### src/rtl/pc_pkg.sv
// Shared definitions for the program-counter unit: next-PC mode encodings
// and the mode field width.
package pc_pkg;

    localparam int unsigned MODE_W = 3;

    typedef enum logic [MODE_W-1:0] {
        PC_INC  = 3'd0,
        PC_BR   = 3'd1,
        PC_JMP  = 3'd2,
        PC_CALL = 3'd3,
        PC_RET  = 3'd4
    } pc_mode_e;

    // Encodings 5..7 are reserved and behave as a plain increment.
    function automatic pc_mode_e decode_mode(input logic [MODE_W-1:0] raw);
        case (raw)
            3'd1:    return PC_BR;
            3'd2:    return PC_JMP;
            3'd3:    return PC_CALL;
            3'd4:    return PC_RET;
            default: return PC_INC;
        endcase
    endfunction

endpackage

### src/rtl/pc_unit_if.sv
// Control/status bundle of the program-counter unit. The master side issues
// next-PC requests; the slave side (pc_unit) returns the PC and stack status.
interface pc_unit_if #(
    parameter int unsigned WIDTH = 32
);

    logic                       pc_ld;
    logic [pc_pkg::MODE_W-1:0]  pc_mode;
    logic [WIDTH-1:0]           pc_in;
    logic [WIDTH-1:0]           pc_off;
    logic [WIDTH-1:0]           pc_out;
    logic                       ras_empty;
    logic                       ras_full;
    logic                       ras_err;

    modport master (
        output pc_ld, pc_mode, pc_in, pc_off,
        input  pc_out, ras_empty, ras_full, ras_err
    );

    modport slave (
        input  pc_ld, pc_mode, pc_in, pc_off,
        output pc_out, ras_empty, ras_full, ras_err
    );

endinterface

### src/rtl/pc_ras.sv
// Circular return-address stack. A push while full overwrites the oldest
// entry; a pop while empty is ignored. DEPTH must be a power of two.
module pc_ras #(
    parameter int unsigned WIDTH = 32,
    parameter int unsigned DEPTH = 4
) (
    input  logic                           clk,
    input  logic                           rst,
    input  logic                           push,
    input  logic                           pop,
    input  logic [WIDTH-1:0]               push_data,
    output logic [WIDTH-1:0]               top,
    output logic [$clog2(DEPTH+1)-1:0]     count,
    output logic                           full,
    output logic                           empty
);

    localparam int unsigned PTR_W = $clog2(DEPTH);
    localparam int unsigned CNT_W = $clog2(DEPTH+1);

    logic [WIDTH-1:0] mem [DEPTH];
    logic [PTR_W-1:0] wr_ptr;
    logic [CNT_W-1:0] cnt;

    // wr_ptr always points one past the newest entry; since DEPTH is a power
    // of two the pointer wraps naturally, and the slot it overwrites when
    // full is exactly the oldest entry.
    // NOTE: sequential state uses non-blocking assignments so every register
    // samples pre-edge values regardless of statement order.
    always_ff @(posedge clk) begin
        if (rst) begin
            wr_ptr <= '0;
            cnt    <= '0;
        end else if (push) begin
            wr_ptr <= wr_ptr + PTR_W'(1);
            if (cnt != CNT_W'(DEPTH)) begin
                cnt <= cnt + CNT_W'(1);
            end
        end else if (pop && (cnt != '0)) begin
            wr_ptr <= wr_ptr - PTR_W'(1);
            cnt    <= cnt - CNT_W'(1);
        end
    end

    // NOTE: storage is deliberately left out of reset; the count alone
    // decides which entries are valid, and an unreset array maps to plain RAM.
    always_ff @(posedge clk) begin
        if (push) begin
            mem[wr_ptr] <= push_data;
        end
    end

    assign top   = mem[wr_ptr - PTR_W'(1)];
    assign count = cnt;
    assign full  = (cnt == CNT_W'(DEPTH));
    assign empty = (cnt == '0);

endmodule

### src/rtl/pc_unit.sv
// Program-counter unit: increment, branch, jump, and (with PC_RAS_EN defined)
// call/return through a return-address stack. Without PC_RAS_EN, CALL acts as JMP and RET as INC.
module pc_unit
    import pc_pkg::*;
#(
    parameter int unsigned      WIDTH     = 32,
    parameter int unsigned      STEP      = 1,
    parameter logic [WIDTH-1:0] RESET_VEC = '0,
    parameter int unsigned      RAS_DEPTH = 4
) (
    input  logic      clk,
    input  logic      rst,
    pc_unit_if.slave  bus
);

    pc_mode_e         mode;
    logic [WIDTH-1:0] pc_q;
    logic [WIDTH-1:0] pc_nxt;
    logic [WIDTH-1:0] pc_seq;

    assign mode       = decode_mode(bus.pc_mode);
    assign pc_seq     = pc_q + WIDTH'(STEP);
    assign bus.pc_out = pc_q;

`ifdef PC_RAS_EN
    localparam int unsigned CNT_W = $clog2(RAS_DEPTH+1);

    logic             push_req;
    logic             pop_req;
    logic             err_d;
    logic             err_q;
    logic [WIDTH-1:0] ras_top;
    logic [CNT_W-1:0] ras_count;
    logic             ras_full;
    logic             ras_empty;

    // Stack updates only on a loaded cycle; reset inside pc_ras wins over both.
    pc_ras #(
        .WIDTH (WIDTH),
        .DEPTH (RAS_DEPTH)
    ) u_ras (
        .clk       (clk),
        .rst       (rst),
        .push      (bus.pc_ld && push_req),
        .pop       (bus.pc_ld && pop_req),
        .push_data (pc_seq),
        .top       (ras_top),
        .count     (ras_count),
        .full      (ras_full),
        .empty     (ras_empty)
    );
`endif

    // NOTE: every signal written here gets a default first, so no path
    // through the case can leave it unassigned and infer a latch.
    always_comb begin
        pc_nxt   = pc_seq;
`ifdef PC_RAS_EN
        push_req = 1'b0;
        pop_req  = 1'b0;
        err_d    = 1'b0;
`endif
        unique case (mode)
            PC_BR:   pc_nxt = pc_q + bus.pc_off;
            PC_JMP:  pc_nxt = bus.pc_in;
            PC_CALL: begin
                pc_nxt   = bus.pc_in;
`ifdef PC_RAS_EN
                push_req = 1'b1;
                err_d    = (ras_count == CNT_W'(RAS_DEPTH));
`endif
            end
            PC_RET: begin
`ifdef PC_RAS_EN
                if (ras_count != '0) begin
                    pc_nxt  = ras_top;
                    pop_req = 1'b1;
                end else begin
                    err_d   = 1'b1;
                end
`else
                pc_nxt = pc_seq;
`endif
            end
            default: pc_nxt = pc_seq;
        endcase
    end

    always_ff @(posedge clk) begin
        if (rst) begin
            pc_q <= RESET_VEC;
        end else if (bus.pc_ld) begin
            pc_q <= pc_nxt;
        end
    end

`ifdef PC_RAS_EN
    // The error is a single-cycle pulse; a stalled cycle always clears it.
    always_ff @(posedge clk) begin
        if (rst) begin
            err_q <= 1'b0;
        end else begin
            err_q <= bus.pc_ld && err_d;
        end
    end

    assign bus.ras_empty = ras_empty;
    assign bus.ras_full  = ras_full;
    assign bus.ras_err   = err_q;
`else
    assign bus.ras_empty = 1'b1;
    assign bus.ras_full  = 1'b0;
    assign bus.ras_err   = 1'b0;
`endif

endmodule

### src/flat_wrapper.sv
// flat-port wrapper written by rule: the top's interface ports become plain ports
module pc_unit_flat import pc_pkg::*;
#(
    parameter int unsigned      WIDTH     = 32,
    parameter int unsigned      STEP      = 1,
    parameter logic [WIDTH-1:0] RESET_VEC = '0,
    parameter int unsigned      RAS_DEPTH = 4
)
  (clk, rst, bus_pc_ld, bus_pc_mode, bus_pc_in, bus_pc_off, bus_pc_out, bus_ras_empty, bus_ras_full, bus_ras_err);
  pc_unit_if #(.WIDTH(WIDTH)) bus_i ();
  input  logic clk;
  input  logic rst;
  input wire logic [$bits(bus_i.pc_ld)-1:0] bus_pc_ld;
  input wire logic [$bits(bus_i.pc_mode)-1:0] bus_pc_mode;
  input wire logic [$bits(bus_i.pc_in)-1:0] bus_pc_in;
  input wire logic [$bits(bus_i.pc_off)-1:0] bus_pc_off;
  output wire logic [$bits(bus_i.pc_out)-1:0] bus_pc_out;
  output wire logic [$bits(bus_i.ras_empty)-1:0] bus_ras_empty;
  output wire logic [$bits(bus_i.ras_full)-1:0] bus_ras_full;
  output wire logic [$bits(bus_i.ras_err)-1:0] bus_ras_err;
  assign bus_i.pc_ld = bus_pc_ld;
  assign bus_i.pc_mode = bus_pc_mode;
  assign bus_i.pc_in = bus_pc_in;
  assign bus_i.pc_off = bus_pc_off;
  assign bus_pc_out = bus_i.pc_out;
  assign bus_ras_empty = bus_i.ras_empty;
  assign bus_ras_full = bus_i.ras_full;
  assign bus_ras_err = bus_i.ras_err;
  pc_unit #(.WIDTH(WIDTH), .STEP(STEP), .RESET_VEC(RESET_VEC), .RAS_DEPTH(RAS_DEPTH)) u_core (.clk(clk), .rst(rst), .bus(bus_i));
endmodule
### config.mk
export PLATFORM = sky130hd
export DESIGN_NAME = pc_unit_flat
export DESIGN_NICKNAME = d
export VERILOG_FILES = /design/src/rtl/pc_pkg.sv /design/src/rtl/pc_unit_if.sv /design/src/rtl/pc_ras.sv /design/src/rtl/pc_unit.sv /design/src/flat_wrapper.sv
export SDC_FILE = /design/constraint.sdc
export NUM_CORES = 1
export LEC_CHECK = 0
export ABC_CLOCK_PERIOD_IN_PS = 2850
export CAP_MARGIN = 40
export CORE_ASPECT_RATIO = 0.9
export CORE_MARGIN = 2
export CORE_UTILIZATION = 44
export DETAILED_ROUTE_END_ITERATION = 8
export GPL_ROUTABILITY_DRIVEN = 0
export PLACE_DENSITY_LB_ADDON = 0.05
export SETUP_SLACK_MARGIN = 0.2
export SLEW_MARGIN = 20
export SYNTH_ARGS = -nofsm -noshare
export SYNTH_HDL_FRONTEND = slang
export SYNTH_SLANG_ARGS = --single-unit
### constraint.sdc
create_clock -name clk -period 2.85 [get_ports clk]
set_input_delay 0.285 -clock clk [delete_from_list [all_inputs] [get_ports clk]]
set_output_delay 0.285 -clock clk [all_outputs]
set_load 0.02 [all_outputs]
==> results.toml <==
[critical_path]
worstPathArrival_ps = 2810
crit_top_cell = "buf_6"
critical_path.cell_chain = "buf_6 > nor3b_4 > buf_6 > nand2b_4 > ha_4 > fa_2 > a21o_1 > a221oi_4 > o211ai_1 > a31oi_1 > buf_4 > xnor2_2 > nand2_1 > a311oi_2"
cp_max_fo = 3
cp-start-kind = "primary input"
critPathKind = "in2reg"
crit_slowest_cell = "fa_2"
cp-end-kind = "flop"
crit_required_ps = 3070
cp_slowest_stage_delay_ps = 340

[cells_and_area]
layout.nets = 769
postLayoutCellArea_um2 = 5700
layout-drive-gt1-share_pct = 25.0
stdcell_count = 766
multi_input_area_um2 = 3050
regArea_um2 = 641
largest_reg_flops = 32
area_growth_pct = 61.3
antenna_cells = 0
num-fill-cells = 663

[sta]
finalSetupTns_ps = 0
slew_headroom_pct = 62.0
period_needed_ps = 2590
finalHoldViolations = 0
fin_skew_ps = 10.7
fmax_mhz = 386
fin_crit_sh_pct = 90.9
worst_pin_slew_ps = 570
hold_ws_ps = 369
drv_slew = 0
grt_setup_unrepaired = "yes"
setup_viol = 0
setup_ws_ps = 259

[logic_synthesis]
synth-edff-count = 0
synth_warnings = 0
ys_ff_latch = 32
syn_area_um2 = 3540
seq_area_frac_synth_pct = 18.1
synthCells = 489
async_flop_share_pct = 0
yosys.cell_types.count = 61
yosys_most_used_dff = "dfxtp_1"
synth_area_per_cell_um2 = 7.23

[cts]
clkLatencyLatePin_ps = 300
cts_tree = "built"
ctsHtreeMaxLevel = 2
cts_made_buffers = 5
root_buffer = "clkbuf_8"
clk_path_buf_depth = 2
clkTransAtPathRegs_ps = 80
clock_sinks = 32

[placed_design]
postPlaceCellArea_um2 = 5180
dp_cells = 749
dp_slack_ps = -480
io_buffers = 101
dp_hpwl_um = 9160

[outcome]
status = "finished, final reports clean"

[floorplan]
placementRows = 31
die_y_um = 89.0
start_util_pct = 44.7
ioPinCount = 105
dieArea_um2 = 8770
core-area_um2 = 7910
die_x_um = 98.5

[grt]
grt-ovfl-total = 0
grt_antenna_before_repair = 0
grt_max_degree = 55
grt.total_usage_pct = 27.6
first_global_vias = 4225
grt_pass1_wl_um = 19600

[routing]
route.detailed.drc = 0
vias = 4375
routed_wl_um = 12600
postRouteAntennaNets = 0
drtIter0Drc = 177
viasPerCell = 5.71
wire_per_inst_um = 16.4
drtPass1Iterations = 6

[pwr]
ir_worst_vdd_mv = 0.176
leakagePower_uw = 0.00242
power.density_nw_per_um2 = 280

[job]
drv_cap = 0

[worst_hold_path]
hold_path_class = "in2reg"
routing by layer:
| layer | part of all wire (%) | routed length (µm) | vias to the layer above | global-route usage, % |
|---|---|---|---|---|
| met5 | 0 | 0 | - | 0 |
| met4 | 1.9 | 243 | 0 | 8.34 |
| met3 | 5.8 | 731 | 27 | 4.53 |
| met2 | 48 | 6070 | 159 | 49.8 |
| met1 | 44 | 5550 | 2048 | 34.2 |
| li1 | - | - | 2141 | - |
where the power goes:
group / switching (µW) / total, µW / internal (µW)
Clock: 201 / 417 / 216
Combinational: 309 / 666 / 357
Sequential: 36.3 / 517 / 481
timing repair:
| item | in CTS | in global routing |
|---|---|---|
| setup endpoints to repair | 25 | 23 |
| pin swaps | 20 | 15 |
| hold buffers | 0 | 0 |
| resized for setup | 49 | 31 |
| gates cloned | 2 | 0 |
| buffers inserted | 5 | 3 |
layout make-up:
type,instances,area share (%)
clock buffer,7,1.69
inverter,7,0.461
multi-input combinational,421,53.5
sequential,32,11.2
tap,99,2.17
timing repair buffer,200,31.0
cell families after synthesis:
kind of cell             after synthesis  share of synthesized area [%]
AO/OA/AOI/OAI                        154                           29.5
XOR/XNOR                              19                           4.71
adder cells (fa/ha/maj)               32                           11.5
buffers and inverters                 37                           5.45
flip-flops                            32                           18.1
multiplexers                           4                           1.13
other                                  2                          0.212
AND/OR/NAND/NOR                      209                           29.3
worst max-delay path, delay by kind of cell:
kind	cells	cell delay, ps
XOR/XNOR	1	110
AO/OA/AOI/OAI	5	1170
buffers and inverters	3	410
adder cells (fa/ha/maj)	2	500
AND/OR/NAND/NOR	3	350
Yosys cell counts, types with 3 or more instances:
library cell	number	area share, %
a211oi_1	8	1.7
a21o_1	13	2.8
a21oi_1	37	5.2
a311oi_1	16	4.0
a31oi_1	13	2.3
and2_1	34	6.0
and3_1	5	0.88
buf_4	3	0.64
clkbuf_1	19	2.0
dfxtp_1	32	18
ha_1	31	11
inv_1	7	0.74
mux2i_1	4	1.1
nand2_1	64	6.8
nand2b_1	5	0.88
nand3_1	10	1.4
nand4_1	8	1.4
nor2_1	45	4.8
nor2b_1	8	1.4
nor3_1	9	1.3
o211ai_1	6	1.3
o21a_1	4	0.85
o21ai_0	27	3.8
o21bai_1	5	1.1
o22ai_1	3	0.53
o31ai_1	3	0.64
or3_1	7	1.2
xnor2_1	10	2.5
xor2_1	9	2.2
placed cells by master (no fill, tap or decap), drive strengths merged, types with 7 or more instances in the layout:
master / n
nor2b: 8
xor2: 9
a21oi: 37
o211ai: 7
a211oi: 8
or3: 7
o21ai: 28
buf: 103
a21o: 13
nand2: 64
a31oi: 13
dfxtp: 32
nand4: 8
nor2: 45
ha: 31
nor3: 9
a311oi: 17
and2: 35
clkdlybuf4s50: 96
xnor2: 10
nand3: 10
clkbuf: 7
inv: 7
per-stage QoR:
step / total power (µW) / util [%]
final: 1600 / 72.1
after global routing: 1670 / 72.1
after CTS: 1580 / 70.3
after detailed placement: 1130 / 65.4
after global placement: 1110 / 65.4
after floorplan: 831 / -
path summary, 6_finish.rpt:
path,start,end,slack (ps),cells after the start
worst max-delay path,bus_pc_mode[2],u_core.bus.pc_out[14],260,14
worst min-delay path,bus_pc_ld,u_core.bus.pc_out[27],370,2
worst max register to register,u_core.bus.pc_out[0],u_core.bus.pc_out[14],400,10
worst min register to register,u_core.bus.pc_out[6],u_core.bus.pc_out[6],520,2
Note: power is estimated with default switching activity, not from simulation.
